===== config.mk =====
export PLATFORM = sky130hd
export DESIGN_NAME = branch_predictor_flat
export DESIGN_NICKNAME = d
export VERILOG_FILES = /design/src/rtl/cpu_types_pkg.sv /design/src/rtl/bp_if.sv /design/src/rtl/bp_sat_counter.sv /design/src/rtl/branch_predictor.sv /design/src/flat_wrapper.sv
export SDC_FILE = /design/constraint.sdc
export NUM_CORES = 1
export LEC_CHECK = 0
export BUFFER_PORTS_ARGS = -buffer_cell sky130_fd_sc_hd__buf_2
export CORE_ASPECT_RATIO = 0.75
export CORE_MARGIN = 2
export CORE_UTILIZATION = 45
export CTS_BUF_LIST = sky130_fd_sc_hd__clkbuf_8 sky130_fd_sc_hd__clkbuf_16
export DETAILED_ROUTE_END_ITERATION = 12
export PLACE_DENSITY = 0.71
export RECOVER_POWER = 25
export SYNTH_ARGS = -nofsm -noshare
export SYNTH_HDL_FRONTEND = slang
export SYNTH_SLANG_ARGS = --single-unit

===== constraint.sdc =====
create_clock -name CLK -period 5.3 [get_ports CLK]
set_input_delay 0.265 -clock CLK [delete_from_list [all_inputs] [get_ports CLK]]
set_output_delay 0.265 -clock CLK [all_outputs]
set_load 0.01 [all_outputs]

===== src/rtl/cpu_types_pkg.sv =====
// Shared CPU types: branch-predictor counter encoding, table entry layout and
// the tag-extraction helper used by both lookup and update paths.
package cpu_types_pkg;

  typedef enum logic [1:0] {
    SNT = 2'b00,
    WNT = 2'b01,
    WT  = 2'b10,
    ST  = 2'b11
  } bp_cnt_t;

  // Sized for the smallest legal table (2 entries); larger tables zero-extend.
  localparam int BP_TAG_W = 29;

  typedef struct packed {
    logic                valid;
    logic [BP_TAG_W-1:0] tag;
    logic [29:0]         target;
    bp_cnt_t             cnt;
  } bp_entry_t;

  localparam bp_cnt_t BP_ALLOC_CNT = WT;

  localparam bp_entry_t BP_RESET_ENTRY = '{valid: 1'b0, tag: '0, target: '0, cnt: WNT};

  // Word-address PC [31:2] -> tag bits [31:idxw+2], right-aligned.
  function automatic logic [BP_TAG_W-1:0] bp_tag(input logic [29:0] pc_w, input int idxw);
    return BP_TAG_W'(pc_w >> idxw);
  endfunction

endpackage


===== src/rtl/bp_if.sv =====
// Predictor <-> PC/pipeline signal bundle; `bp` is the predictor side, `pc`
// the side that drives fetch PCs and resolved-branch updates.
interface bp_if;
  logic [31:2] cpc;
  logic        bpSel;
  logic [29:0] bp_a;
  logic        upd_en;
  logic [31:2] upd_pc;
  logic        upd_taken;
  logic [29:0] upd_target;
  logic        upd_pred;
  logic [29:0] upd_pred_a;
  logic        bpFlush;
  logic [31:0] stat_br;
  logic [31:0] stat_miss;

  modport bp (
    input  cpc, upd_en, upd_pc, upd_taken, upd_target, upd_pred, upd_pred_a,
    output bpSel, bp_a, bpFlush, stat_br, stat_miss
  );

  modport pc (
    output cpc, upd_en, upd_pc, upd_taken, upd_target, upd_pred, upd_pred_a,
    input  bpSel, bp_a, bpFlush, stat_br, stat_miss
  );
endinterface


===== src/rtl/bp_sat_counter.sv =====
// 2-bit saturating direction counter next-state function.
module bp_sat_counter
  import cpu_types_pkg::*;
(
  input  bp_cnt_t i_cnt,
  input  logic    i_taken,
  output bp_cnt_t o_cnt
);

  always_comb begin
    // NOTE: default first so every path assigns o_cnt and no latch is inferred.
    o_cnt = i_cnt;
    case (i_cnt)
      SNT: o_cnt = i_taken ? WNT : SNT;
      WNT: o_cnt = i_taken ? WT  : SNT;
      WT:  o_cnt = i_taken ? ST  : WNT;
      ST:  o_cnt = i_taken ? ST  : WT;
    endcase
  end

endmodule


===== src/rtl/branch_predictor.sv =====
// Direct-mapped BTB with 2-bit direction counters: combinational lookup of the
// fetch PC, edge-triggered update from resolved branches, flush and statistics.
module branch_predictor
  import cpu_types_pkg::*;
#(
  parameter int NENTRIES = 8
) (
  input  logic CLK,
  input  logic RST,
  bp_if.bp     bus
);

  localparam int IDXW = $clog2(NENTRIES);

  bp_entry_t r_table [NENTRIES];
  logic [31:0] r_stat_br;
  logic [31:0] r_stat_miss;

  logic [IDXW-1:0]     w_lk_idx;
  logic [BP_TAG_W-1:0] w_lk_tag;
  bp_entry_t           w_lk_entry;
  logic                w_lk_hit;

  logic [IDXW-1:0]     w_upd_idx;
  logic [BP_TAG_W-1:0] w_upd_tag;
  bp_entry_t           w_upd_entry;
  logic                w_upd_hit;
  bp_cnt_t             w_next_cnt;
  logic                w_flush;

  // Lookup reads the registered table only, so a same-cycle update is not bypassed.
  assign w_lk_idx   = bus.cpc[IDXW+1:2];
  assign w_lk_tag   = bp_tag(bus.cpc, IDXW);
  assign w_lk_entry = r_table[w_lk_idx];
  assign w_lk_hit   = w_lk_entry.valid && (w_lk_entry.tag == w_lk_tag);

  assign bus.bpSel = w_lk_hit & w_lk_entry.cnt[1];
  assign bus.bp_a  = w_lk_hit ? w_lk_entry.target : 30'd0;

  assign w_upd_idx   = bus.upd_pc[IDXW+1:2];
  assign w_upd_tag   = bp_tag(bus.upd_pc, IDXW);
  assign w_upd_entry = r_table[w_upd_idx];
  assign w_upd_hit   = w_upd_entry.valid && (w_upd_entry.tag == w_upd_tag);

  bp_sat_counter u_sat_counter (
    .i_cnt   (w_upd_entry.cnt),
    .i_taken (bus.upd_taken),
    .o_cnt   (w_next_cnt)
  );

  // Wrong direction, or taken as predicted but to a different target.
  assign w_flush = !RST && bus.upd_en &&
                   ((bus.upd_pred != bus.upd_taken) ||
                    (bus.upd_pred && bus.upd_taken && (bus.upd_pred_a != bus.upd_target)));

  assign bus.bpFlush   = w_flush;
  assign bus.stat_br   = r_stat_br;
  assign bus.stat_miss = r_stat_miss;

  always_ff @(posedge CLK) begin
    if (RST) begin
      // NOTE: the table is reset entry by entry because post-reset lookups must
      // miss; this keeps it in flops rather than a RAM macro, fine at <= 64 entries.
      for (int i = 0; i < NENTRIES; i++) begin
        r_table[i] <= BP_RESET_ENTRY;
      end
      r_stat_br   <= '0;
      r_stat_miss <= '0;
    end else if (bus.upd_en) begin
      // NOTE: non-blocking updates so every read this cycle sees pre-edge state.
      r_stat_br   <= r_stat_br + 32'd1;
      r_stat_miss <= r_stat_miss + 32'(w_flush);
      if (w_upd_hit) begin
        r_table[w_upd_idx].cnt <= w_next_cnt;
        if (bus.upd_taken) begin
          r_table[w_upd_idx].target <= bus.upd_target;
        end
      end else if (bus.upd_taken) begin
        r_table[w_upd_idx] <= '{valid:  1'b1,
                                tag:    w_upd_tag,
                                target: bus.upd_target,
                                cnt:    BP_ALLOC_CNT};
      end
    end
  end

endmodule


===== src/flat_wrapper.sv =====
// flat-port wrapper written by rule: the top's interface ports become plain ports
module branch_predictor_flat import cpu_types_pkg::*;
#(
  parameter int NENTRIES = 8
)
  (CLK, RST, bus_cpc, bus_upd_en, bus_upd_pc, bus_upd_taken, bus_upd_target, bus_upd_pred, bus_upd_pred_a, bus_bpSel, bus_bp_a, bus_bpFlush, bus_stat_br, bus_stat_miss);
  bp_if bus_i ();
  input  logic CLK;
  input  logic RST;
  input wire logic [$bits(bus_i.cpc)-1:0] bus_cpc;
  input wire logic [$bits(bus_i.upd_en)-1:0] bus_upd_en;
  input wire logic [$bits(bus_i.upd_pc)-1:0] bus_upd_pc;
  input wire logic [$bits(bus_i.upd_taken)-1:0] bus_upd_taken;
  input wire logic [$bits(bus_i.upd_target)-1:0] bus_upd_target;
  input wire logic [$bits(bus_i.upd_pred)-1:0] bus_upd_pred;
  input wire logic [$bits(bus_i.upd_pred_a)-1:0] bus_upd_pred_a;
  output wire logic [$bits(bus_i.bpSel)-1:0] bus_bpSel;
  output wire logic [$bits(bus_i.bp_a)-1:0] bus_bp_a;
  output wire logic [$bits(bus_i.bpFlush)-1:0] bus_bpFlush;
  output wire logic [$bits(bus_i.stat_br)-1:0] bus_stat_br;
  output wire logic [$bits(bus_i.stat_miss)-1:0] bus_stat_miss;
  assign bus_i.cpc = bus_cpc;
  assign bus_i.upd_en = bus_upd_en;
  assign bus_i.upd_pc = bus_upd_pc;
  assign bus_i.upd_taken = bus_upd_taken;
  assign bus_i.upd_target = bus_upd_target;
  assign bus_i.upd_pred = bus_upd_pred;
  assign bus_i.upd_pred_a = bus_upd_pred_a;
  assign bus_bpSel = bus_i.bpSel;
  assign bus_bp_a = bus_i.bp_a;
  assign bus_bpFlush = bus_i.bpFlush;
  assign bus_stat_br = bus_i.stat_br;
  assign bus_stat_miss = bus_i.stat_miss;
  branch_predictor #(.NENTRIES(NENTRIES)) u_core (.CLK(CLK), .RST(RST), .bus(bus_i));
endmodule

## Yosys cells after proc, flatten, opt, wreduce, memory -nomap -nowiden

Memories as Yosys holds them, arrays and structs flattened.
Index checks and enable logic that the tools add are counted.

| operators by class | value |
|---|---|
| $add $sub $neg | 2 |
| multiply operators | 0 |
| divide/modulo/power cells | 0 |
| magnitude comparators | 0 |
| equality and inequality tests | 7 |
| shift-type cells | 0 |
| muxes and demuxes | 26 |
| bitwise operators | 3 |
| reductions and logical operators | 10 |

Operator list:

| cell | count |
|---|---|
| 2-to-1 mux 30 bit | 2 |
| 2-to-1 mux 60 bit | 1 |
| OR reduction 60 bit | 1 |
| == test 29 x 27 -> 1 bit | 2 |
| adder 32 x 1 -> 32 bit | 1 |
| adder 32 x 1 -> 32 bit, second input constant | 1 |
| inequality test 30 bit | 1 |
| 2-to-1 mux 1 bit | 17 |
| case mux 2 bit (4 select lines) | 1 |
| logical AND 1 bit | 6 |
| 2-to-1 mux 2 bit | 3 |
| 2-to-1 mux 3 bit | 2 |
| == test 2 bit, second input constant | 2 |
| == test 2 x 1 -> 1 bit, second input constant | 1 |
| zero test 2 bit | 1 |
| OR 1 bit | 2 |
| bitwise AND 1 bit | 1 |
| zero test 1 bit | 1 |
| logical OR 1 bit | 1 |
| inequality test 1 bit | 1 |

| word-level totals | value |
|---|---|
| register bits | 64 |
| bits in latches | 0 |
| RAM bits | 480 |
| bits in read-only memories | 0 |
| word-level logic and storage cells | 51 |
| memories kept | 1 |

Memories:

| memory | depth | bits a word | read ports | clocked after Yosys merged registers in | wr ports | RTL line | source |
|---|---|---|---|---|---|---|---|
| u_core.r_table | 8 | 60 | 2 | 0 | 8 | branch_predictor.sv:15 | `bp_entry_t r_table [NENTRIES];` |

## Logic depth before layout (Yosys ltp)

Gate-level depths: netlist (run 1).
An unclocked memory read counts as a cell.

| logic depth | value |
|---|---|
| depth in word-level cells | 10 |
| mapped depth | 17 |

## Cells and area by module

Synthesis (run 1) repeated with hierarchy kept, for this count alone.

| unflattened totals | value |
|---|---|
| cells, all modules | 2006 |
| area, all modules | 27596.5 um2 |

By module, submodules not included:

| module | instances | cells each | area an instance (um2) |
|---|---|---|---|
| branch_predictor | 1 | 2003 | 27570.2 |
| bp_sat_counter | 1 | 3 | 26.3 |

## Worst setup path before layout (run 1)

Ideal clock, no wire load.

| path | value |
|---|---|
| path type | input port to flip-flop |
| start | input bus_upd_pc[2] |
| end | memory u_core.r_table[1][32] in the netlist's numbering, enable pin |
| arrival | 4164 ps |
| slack | 688 ps |
| stages on the path | 13 |
| path through | buf_2 -> buf_6 -> buf_2 -> buf_2 -> mux4_2 -> mux2i_1 -> xnor2_1 -> nor2_1 -> nand4_1 -> nor4_4 -> buf_6 -> buf_6 -> o21ai_0 |

RTL lines:

| item | RTL line | source |
|---|---|---|
| start, declared | flat_wrapper.sv:12 | `input wire logic [$bits(bus_i.upd_pc)-1:0] bus_upd_pc;` |
| end, declared | branch_predictor.sv:15 |  |

==> impl_metrics.env, run 1 <==
export IMPL_path_cells="buf_4 -> clkbuf_1 -> nand2_1 -> nor2_2 -> clkbuf_1 -> nand2_1 -> nand2_1 -> buf_4"
export IMPL_postRouteAntennaNets=0
export IMPL_finClkSkew_ns=0.02356
export IMPL_leakage_nw=11.63
export IMPL_synth_compound_area_share_pct=2.545
export IMPL_finish_net_count=2300
export IMPL_slew_viol_final=234
export IMPL_synth_flop_cell="edfxtp_1"
export IMPL_grt_pass1_wl_um=111700
export IMPL_ys_warnings_count=0
export IMPL_first_pass_iters=5
export IMPL_path_buf_inv=4
export IMPL_clk_path_buf_depth=3
export IMPL_syn_area_per_cell_um2=13.78
export IMPL_critPathRequiredTime_ns=5.58
export IMPL_synth_async_reset_ratio_pct=0
export IMPL_finalSetupViolations=0
export IMPL_drv_cap=7
export IMPL_critPathMostFrequentCell="nand2_1"
export IMPL_drc=0
export IMPL_die_x_um=288.3
export IMPL_setup_ws_ns=0.5903
export IMPL_syn_nets=2109
export IMPL_min_path_cells=2
export IMPL_yosys_area_share_simple_pct=16.34
export IMPL_die_area_um2=62630
export IMPL_syn2layout_area_growth_pct=13.67
export IMPL_start_util_pct=45.31
export IMPL_reg2reg_depth=9
export IMPL_vias_per_cell=5.897
export IMPL_timing_rr_end="u_core.r_table[5][1]"
export IMPL_dp_slack_ns=0.8553
export IMPL_cp_start_kind="input port"
export IMPL_synth_fa_ha_area_share_pct=0.2201
export IMPL_critical_path_endpoint_type="flip-flop"
export IMPL_rsz0062_at_grt="no"
export IMPL_syn_cell_area_um2=27280
export IMPL_r2r_start="u_core.r_table[6][37]"
export IMPL_finalHoldViolations=0
export IMPL_clk_pin_slew_worst_paths_ns=0.06
export IMPL_worstPathArrival_ns=4.99
export IMPL_wire_per_inst_um=24.82
export IMPL_fmax_mhz=212.3
export IMPL_drt_wl_total_um=74810
export IMPL_ys_ff_latch=544
export IMPL_cts_sinks=544
export IMPL_coreArea_um2=60220
export IMPL_antenna_found_initial=3
export IMPL_synth_xor_area_share_pct=4.077
export IMPL_worst_pin_slew_ns=2.399
export IMPL_drive_above_1_share_pct=20.97
export IMPL_tns_ns=0
export IMPL_slew_headroom_pct=-60.53
export IMPL_gp_congestion=0.8743
export IMPL_peakVddDrop_mv=0.2324
export IMPL_grt_pass1_vias=17970
export IMPL_cts_buffers=54
export IMPL_drt_initial_drc_count=1730
export IMPL_r2r_setup_slack_ns=1.40
export IMPL_path_class="in2reg"
export IMPL_min_to="u_core.r_table[6][18]"
export IMPL_max_stage_delay_ns=1.39
export IMPL_tritoncts="yes"
export IMPL_postCtsSetupRepairBufs=0
export IMPL_overflow=0
export IMPL_io_pins=221
export IMPL_power_mw=9.705
export IMPL_synth_edf_count=472
export IMPL_yosysSeqAreaShare_pct=57.24
export IMPL_slowest_stage="clkbuf_1"
export IMPL_cp_max_fo=50
export IMPL_grt_max_degree=121
export IMPL_synth_cell_types=58
export IMPL_violations="max-capacitance violations, max-slew violations"
export IMPL_die_h_um=217.2
export IMPL_rows=78
export IMPL_dpl_hpwl_um=46040
export IMPL_crit_family="buffers and inverters"
export IMPL_synthCells=1980
export IMPL_synth_mux_area_share_pct=17.26
export IMPL_fin_crit_sh_pct=88.86
export IMPL_cts_root_buffer="clkbuf_16"
export IMPL_power_density_nw_per_um2=313.0
export IMPL_port_buffers=220
export IMPL_htree_levels=2
export IMPL_status="finished with violations"
export IMPL_synth_top_family_by_area="multiplexers"
export IMPL_utilization_pct=51.50
export IMPL_clock_latency_ns=0.62
export IMPL_hp_class="in2reg"
export IMPL_period_minus_slack_ns=4.710
export IMPL_grt_use_total_pct=23.99
export IMPL_hp_start="bus_upd_target[16]"
export IMPL_vias=17774
## worst register-to-register path, delay by kind of cell (launching register included)
kind	cells	cell delay, ns
compound gates	2	0.33
buf+inv	1	0.46
flops	1	0.39
mux	2	0.85
simple gates	4	1.60
## sequential cells by signal, indices dropped and copies added (netlist names)
register	flops
u_core.r_table	480
u_core.bus.stat_miss	32
u_core.bus.stat_br	32
## Yosys cell counts (3+ instances only)
cell        n  area, um^2
o22ai_1     3       18.77
nand2_1    52       195.2
ha_1        4       50.05
nor3_1     21       105.1
mux2i_1   116        1161
nor2b_1     5       31.28
buf_2      18       90.09
a21boi_1    5       37.54
or3_1      12       75.07
a21o_1      9       67.56
nor2_1    107       401.6
or2_2       6       37.54
nand3_1    25       125.1
o221ai_1    3       26.28
nand3b_1    5       37.54
xnor2_1    52       455.4
buf_4       3       22.52
inv_1      15       56.30
a22oi_1    15       112.6
and2_1    340        2127
a21oi_1    22       110.1
and4_1     12       105.1
buf_6       5       56.30
xor2_1     75       656.9
nor2_2      4       25.02
mux2_2      5       56.30
and3_1    132       825.8
mux4_2    155        3491
nand4_1    28       175.2
clkbuf_1   92       345.3
edfxtp_1  472       14170
dfxtp_1    72        1441
buf_1      17       63.81
nand2b_1    7       43.79
o21ai_0    21       105.1
nor4_1      8       50.05
a21bo_2     4       40.04
a31oi_1     8       50.05
## per-layer routing
layer,GRT usage (%),routed length [um],vias to the layer above
met5,0,19,-
met4,7.858,2035,4
met3,5.409,7084,131
met2,37.79,35180,855
met1,33.08,30490,8994
li1,-,-,7790
## cell type report
cell class,count,area [um^2]
Antenna cell,1,2.502
Clock buffer,57,1415
Clock inverter,41,330.3
Multi-Input combinational cell,1286,11170
Tap cell,800,1001
Fill cell,5021,29210
Sequential cell,544,15620
Inverter,15,56.30
Timing Repair Buffer,270,1419
## per-stage QoR
| step | area, um^2 | instances | hold WS (ns) |
|---|---|---|---|
| after floorplan | 27280 | 1980 | 0.4436 |
| after global placement | 29380 | 2913 | 0.4652 |
| after detailed placement | 29380 | 2913 | 0.4798 |
| after CTS | 31140 | 3013 | 0.0007736 |
| after global routing | 31010 | 3014 | 0.02805 |
| final | 31010 | 3014 | 0.04007 |
## where the power goes
part	total (mW)	internal (mW)	switching (mW)
combinational	0.967	0.406	0.561
sequential	4.96	4.87	0.0909
clock	3.78	2.12	1.66
total	9.71	7.39	2.31
## placed cells by master, fill, tap and decap left out, drive strengths merged, types with 22 or more instances in the layout
cell type  count
clkbuf       129
buf          196
xor2          75
dfxtp         72
edfxtp       472
and2         340
and3         132
mux2i        116
xnor2         52
mux4         155
nand2         52
nor2         111
nand3         25
inv           30
nand4         28
a21oi         22
o21ai         22
## how the worst max path moves through the flow
stage	startpoint	to	depth (start not counted)
floorplan	bus_upd_pc[2]	u_core.r_table[1][32]	13
global placement	bus_upd_pc[0]	u_core.r_table[5][1]	12
detailed placement	bus_upd_pc[0]	u_core.r_table[5][1]	12
CTS	u_core.r_table[7][56]	bus_bp_a[5]	9
global route	bus_upd_pc[2]	u_core.r_table[7][13]	8
finish	bus_upd_pc[2]	u_core.r_table[7][13]	8
## cell families (layout without fill, tap and decap cells)
group                      count (synthesis)  in the layout
and+or+nand+nor                          774            774
DFF                                      544            544
muxes                                    276            276
buffers and inverters                    150            383
xor gates and xnor gates                 127            127
AOI/OAI and AO/OA                        104            104
adders and majority gates                  5              5
other                                      0              1
## what timing repair did
item	CTS	global route
resized for setup	0	0
hold endpoints to repair	7	0
hold buffers	2	0
setup endpoints to repair	0	0
Note: power is estimated with default switching activity, not from simulation.
==> run 2, diff against run 1 <==
--- a/config.mk
+++ b/config.mk
@@ -8,10 +8,10 @@
 export BUFFER_PORTS_ARGS = -buffer_cell sky130_fd_sc_hd__buf_2
 export CORE_ASPECT_RATIO = 0.75
 export CORE_MARGIN = 2
-export CORE_UTILIZATION = 45
+export CORE_UTILIZATION = 43
 export CTS_BUF_LIST = sky130_fd_sc_hd__clkbuf_8 sky130_fd_sc_hd__clkbuf_16
 export DETAILED_ROUTE_END_ITERATION = 12
-export PLACE_DENSITY = 0.71
+export PLACE_DENSITY = 0.68
 export RECOVER_POWER = 25
 export SYNTH_ARGS = -nofsm -noshare
 export SYNTH_HDL_FRONTEND = slang
==> impl_metrics.env, run 2 (same netlist as run 1, synthesis figures left out) <==
export IMPL_first_pass_iters=5
export IMPL_gp_congestion=0.8435
export IMPL_grt_max_degree=121
export IMPL_drive_above_1_share_pct=20.90
export IMPL_fill_cells=5314
export IMPL_cp_max_fo=27
export IMPL_grtUsageMet1_pct=31.49
export IMPL_clk_pin_slew_worst_paths_ns=0.06
export IMPL_met3_usage_pct=4.461
export IMPL_multi_input_area_um2=11160
export IMPL_setup_ws_ns=0.7728
export IMPL_power_mw=9.854
export IMPL_grt_pass1_vias=18083
export IMPL_antenna_found_initial=7
export IMPL_timing_rr_end="u_core.r_table[0][42]"
export IMPL_tns_ns=0
export IMPL_grt_pass1_wl_um=112000
export IMPL_syn2layout_area_growth_pct=14.28
export IMPL_wire_per_inst_um=24.21
export IMPL_period_minus_slack_ns=4.527
export IMPL_r2r_start="u_core.r_table[1][45]"
export IMPL_layout_common_cells="edfxtp_1, and2_1, mux4_2, buf_2, and3_1"
export IMPL_critPathMostFrequentCell="buf_4"
export IMPL_postRouteAntennaNets=0
export IMPL_path_buf_inv=3
export IMPL_htree_levels=2
export IMPL_violations="max-capacitance violations, max-slew violations"
export IMPL_fmax_mhz=220.9
export IMPL_place_area_um2=29430
export IMPL_vias_per_cell=5.737
export IMPL_slew_headroom_pct=-72.37
export IMPL_cts_resized=0
export IMPL_overflow=0
export IMPL_crit_cells=11
export IMPL_clk_path_buf_depth=3
export IMPL_final_common_cell="edfxtp_1"
export IMPL_largest_reg_flops=480
export IMPL_drt_wl_total_um=74260
export IMPL_start_util_pct=43.74
export IMPL_worstPathArrival_ns=4.75
export IMPL_endpoint="u_core.r_table[0][42]"
export IMPL_die_x_um=294.9
export IMPL_status="finished with violations"
export IMPL_cts_buffers=56
export IMPL_drc=0
export IMPL_power_density_nw_per_um2=316.1
export IMPL_leakage_nw=11.65
export IMPL_cp_startpoint="bus_upd_pc[0]"
export IMPL_rsz0062_at_grt="no"
export IMPL_path_class="in2reg"
export IMPL_dp_cells=2955
export IMPL_die_area_um2=65500
export IMPL_slew_viol_final=185
export IMPL_drt_initial_drc_count=1717
export IMPL_clock_latency_ns=0.63
export IMPL_drv_cap=6
export IMPL_finalSetupViolations=0
export IMPL_grt_use_total_pct=22.69
export IMPL_reg2reg_depth=9
export IMPL_path_cells="clkbuf_1 -> buf_4 -> mux4_2 -> mux2i_1 -> xor2_1 -> nand4_1 -> or3_1 -> nor4_4 -> buf_4 -> nor2b_2 -> or2_2"
export IMPL_critical_path_endpoint_type="flip-flop"
export IMPL_die_h_um=222.1
export IMPL_dp_slack_ns=0.8297
export IMPL_grt_busiest_layer="met2"
export IMPL_use_met2_pct=36.45
export IMPL_vias=17594
export IMPL_io_pins=221
export IMPL_top_register="u_core.r_table"
export IMPL_critPathRequiredTime_ns=5.52
export IMPL_max_stage_delay_ns=1.10
export IMPL_r2r_setup_slack_ns=1.57
export IMPL_finalHoldViolations=0
export IMPL_worst_pin_slew_ns=2.576
export IMPL_dpl_hpwl_um=45750
export IMPL_port_buffers=220
export IMPL_cp_start_kind="input port"
export IMPL_slowest_stage="clkbuf_1"
export IMPL_finish_net_count=2297
export IMPL_hp_class="in2reg"
export IMPL_cts_root_buffer="clkbuf_16"
export IMPL_finClkSkew_ns=0.02637
export IMPL_peakVddDrop_mv=0.2599
export IMPL_tritoncts="yes"
export IMPL_fin_area_um2=31180
export IMPL_crit_family="buffers and inverters"
export IMPL_coreArea_um2=62370
export IMPL_seq_area_um2=15620
export IMPL_rows=79
export IMPL_instances_no_fill=3067
export IMPL_cts_sinks=544
export IMPL_fin_crit_sh_pct=85.42
-- run 2: changes by cell type in the layout (fill, tap and decap cells not counted), sizes merged --
cell / previous run / this run
clkinvlp: 2 / 5
inv: 30 / 35
diode: 1 / 2
clkinv: 20 / 17
buf: 196 / 190
dlygate4sd3: 2 / 5
-- run 2: worst min-delay path by stage --
stage / startpoint / to / slack, ns / cells past startpoint
after global routing: bus_upd_pc[6] / u_core.r_table[4][35] / 0.03 / 2
after floorplan: u_core.r_table[0][59] / u_core.r_table[0][59] / 0.44 / 1
after detailed placement: u_core.r_table[2][59] / u_core.r_table[2][59] / 0.47 / 1
after CTS: bus_upd_target[13] / u_core.r_table[6][15] / 0.001 / 2
final: bus_upd_target[16] / u_core.r_table[5][18] / 0.03 / 2
after global placement: u_core.r_table[7][59] / u_core.r_table[7][59] / 0.46 / 1
-- run 2: final cells by class --
type	instances	share of cell area, %
diodes	2	0.01605
clock buffers	59	4.663
clock inverters	46	1.192
inverters	15	0.1806
multi-input cells	1286	35.79
flip-flops and latches	544	50.09
well taps	850	3.411
repair buffers	265	4.655
-- run 2: through the flow --
| stage | hold WS [ns] | utilization (%) |
|---|---|---|
| final | 0.03400 | 49.99 |
| after global routing | 0.03088 | 49.98 |
| after CTS | 0.001167 | 50.19 |
| after detailed placement | 0.4704 | 47.18 |
| after global placement | 0.4637 | 47.18 |
| after floorplan | 0.4436 | - |
-- run 2: worst register-to-register path: cells and delay by family (launching register included) --
kind                   cells  cell delay [ns]
AND/OR/NAND/NOR            5             1.52
multiplexers               2             0.66
XOR/XNOR                   1             0.45
flip-flops                 1             0.44
buffers and inverters      1             0.24
-- run 2: where the power goes --
| part | internal (mW) | leakage [nW] | total, mW | switching, mW |
|---|---|---|---|---|
| Sequential | 4.86 | 5.09 | 4.96 | 0.0908 |
| Clock | 2.19 | 0.944 | 3.93 | 1.74 |
| Combinational | 0.407 | 5.62 | 0.969 | 0.561 |
| Total | 7.46 | 11.7 | 9.85 | 2.39 |
-- run 2: metal layers --
layer  part of all wire (%)  routed length [um]  vias to the layer above
li1                       -                   -                     7811
met1                     42               31540                     8926
met2                     47               34930                      723
met3                    8.1                6028                      126
met4                    2.3                1709                        8
met5                  0.067                  50                        -
-- run 2: timing repair --
action                                 in CTS  in global routing
endpoints found under the hold margin      16                  0
setup buffers                               0                  0
hold buffers                                5                  0
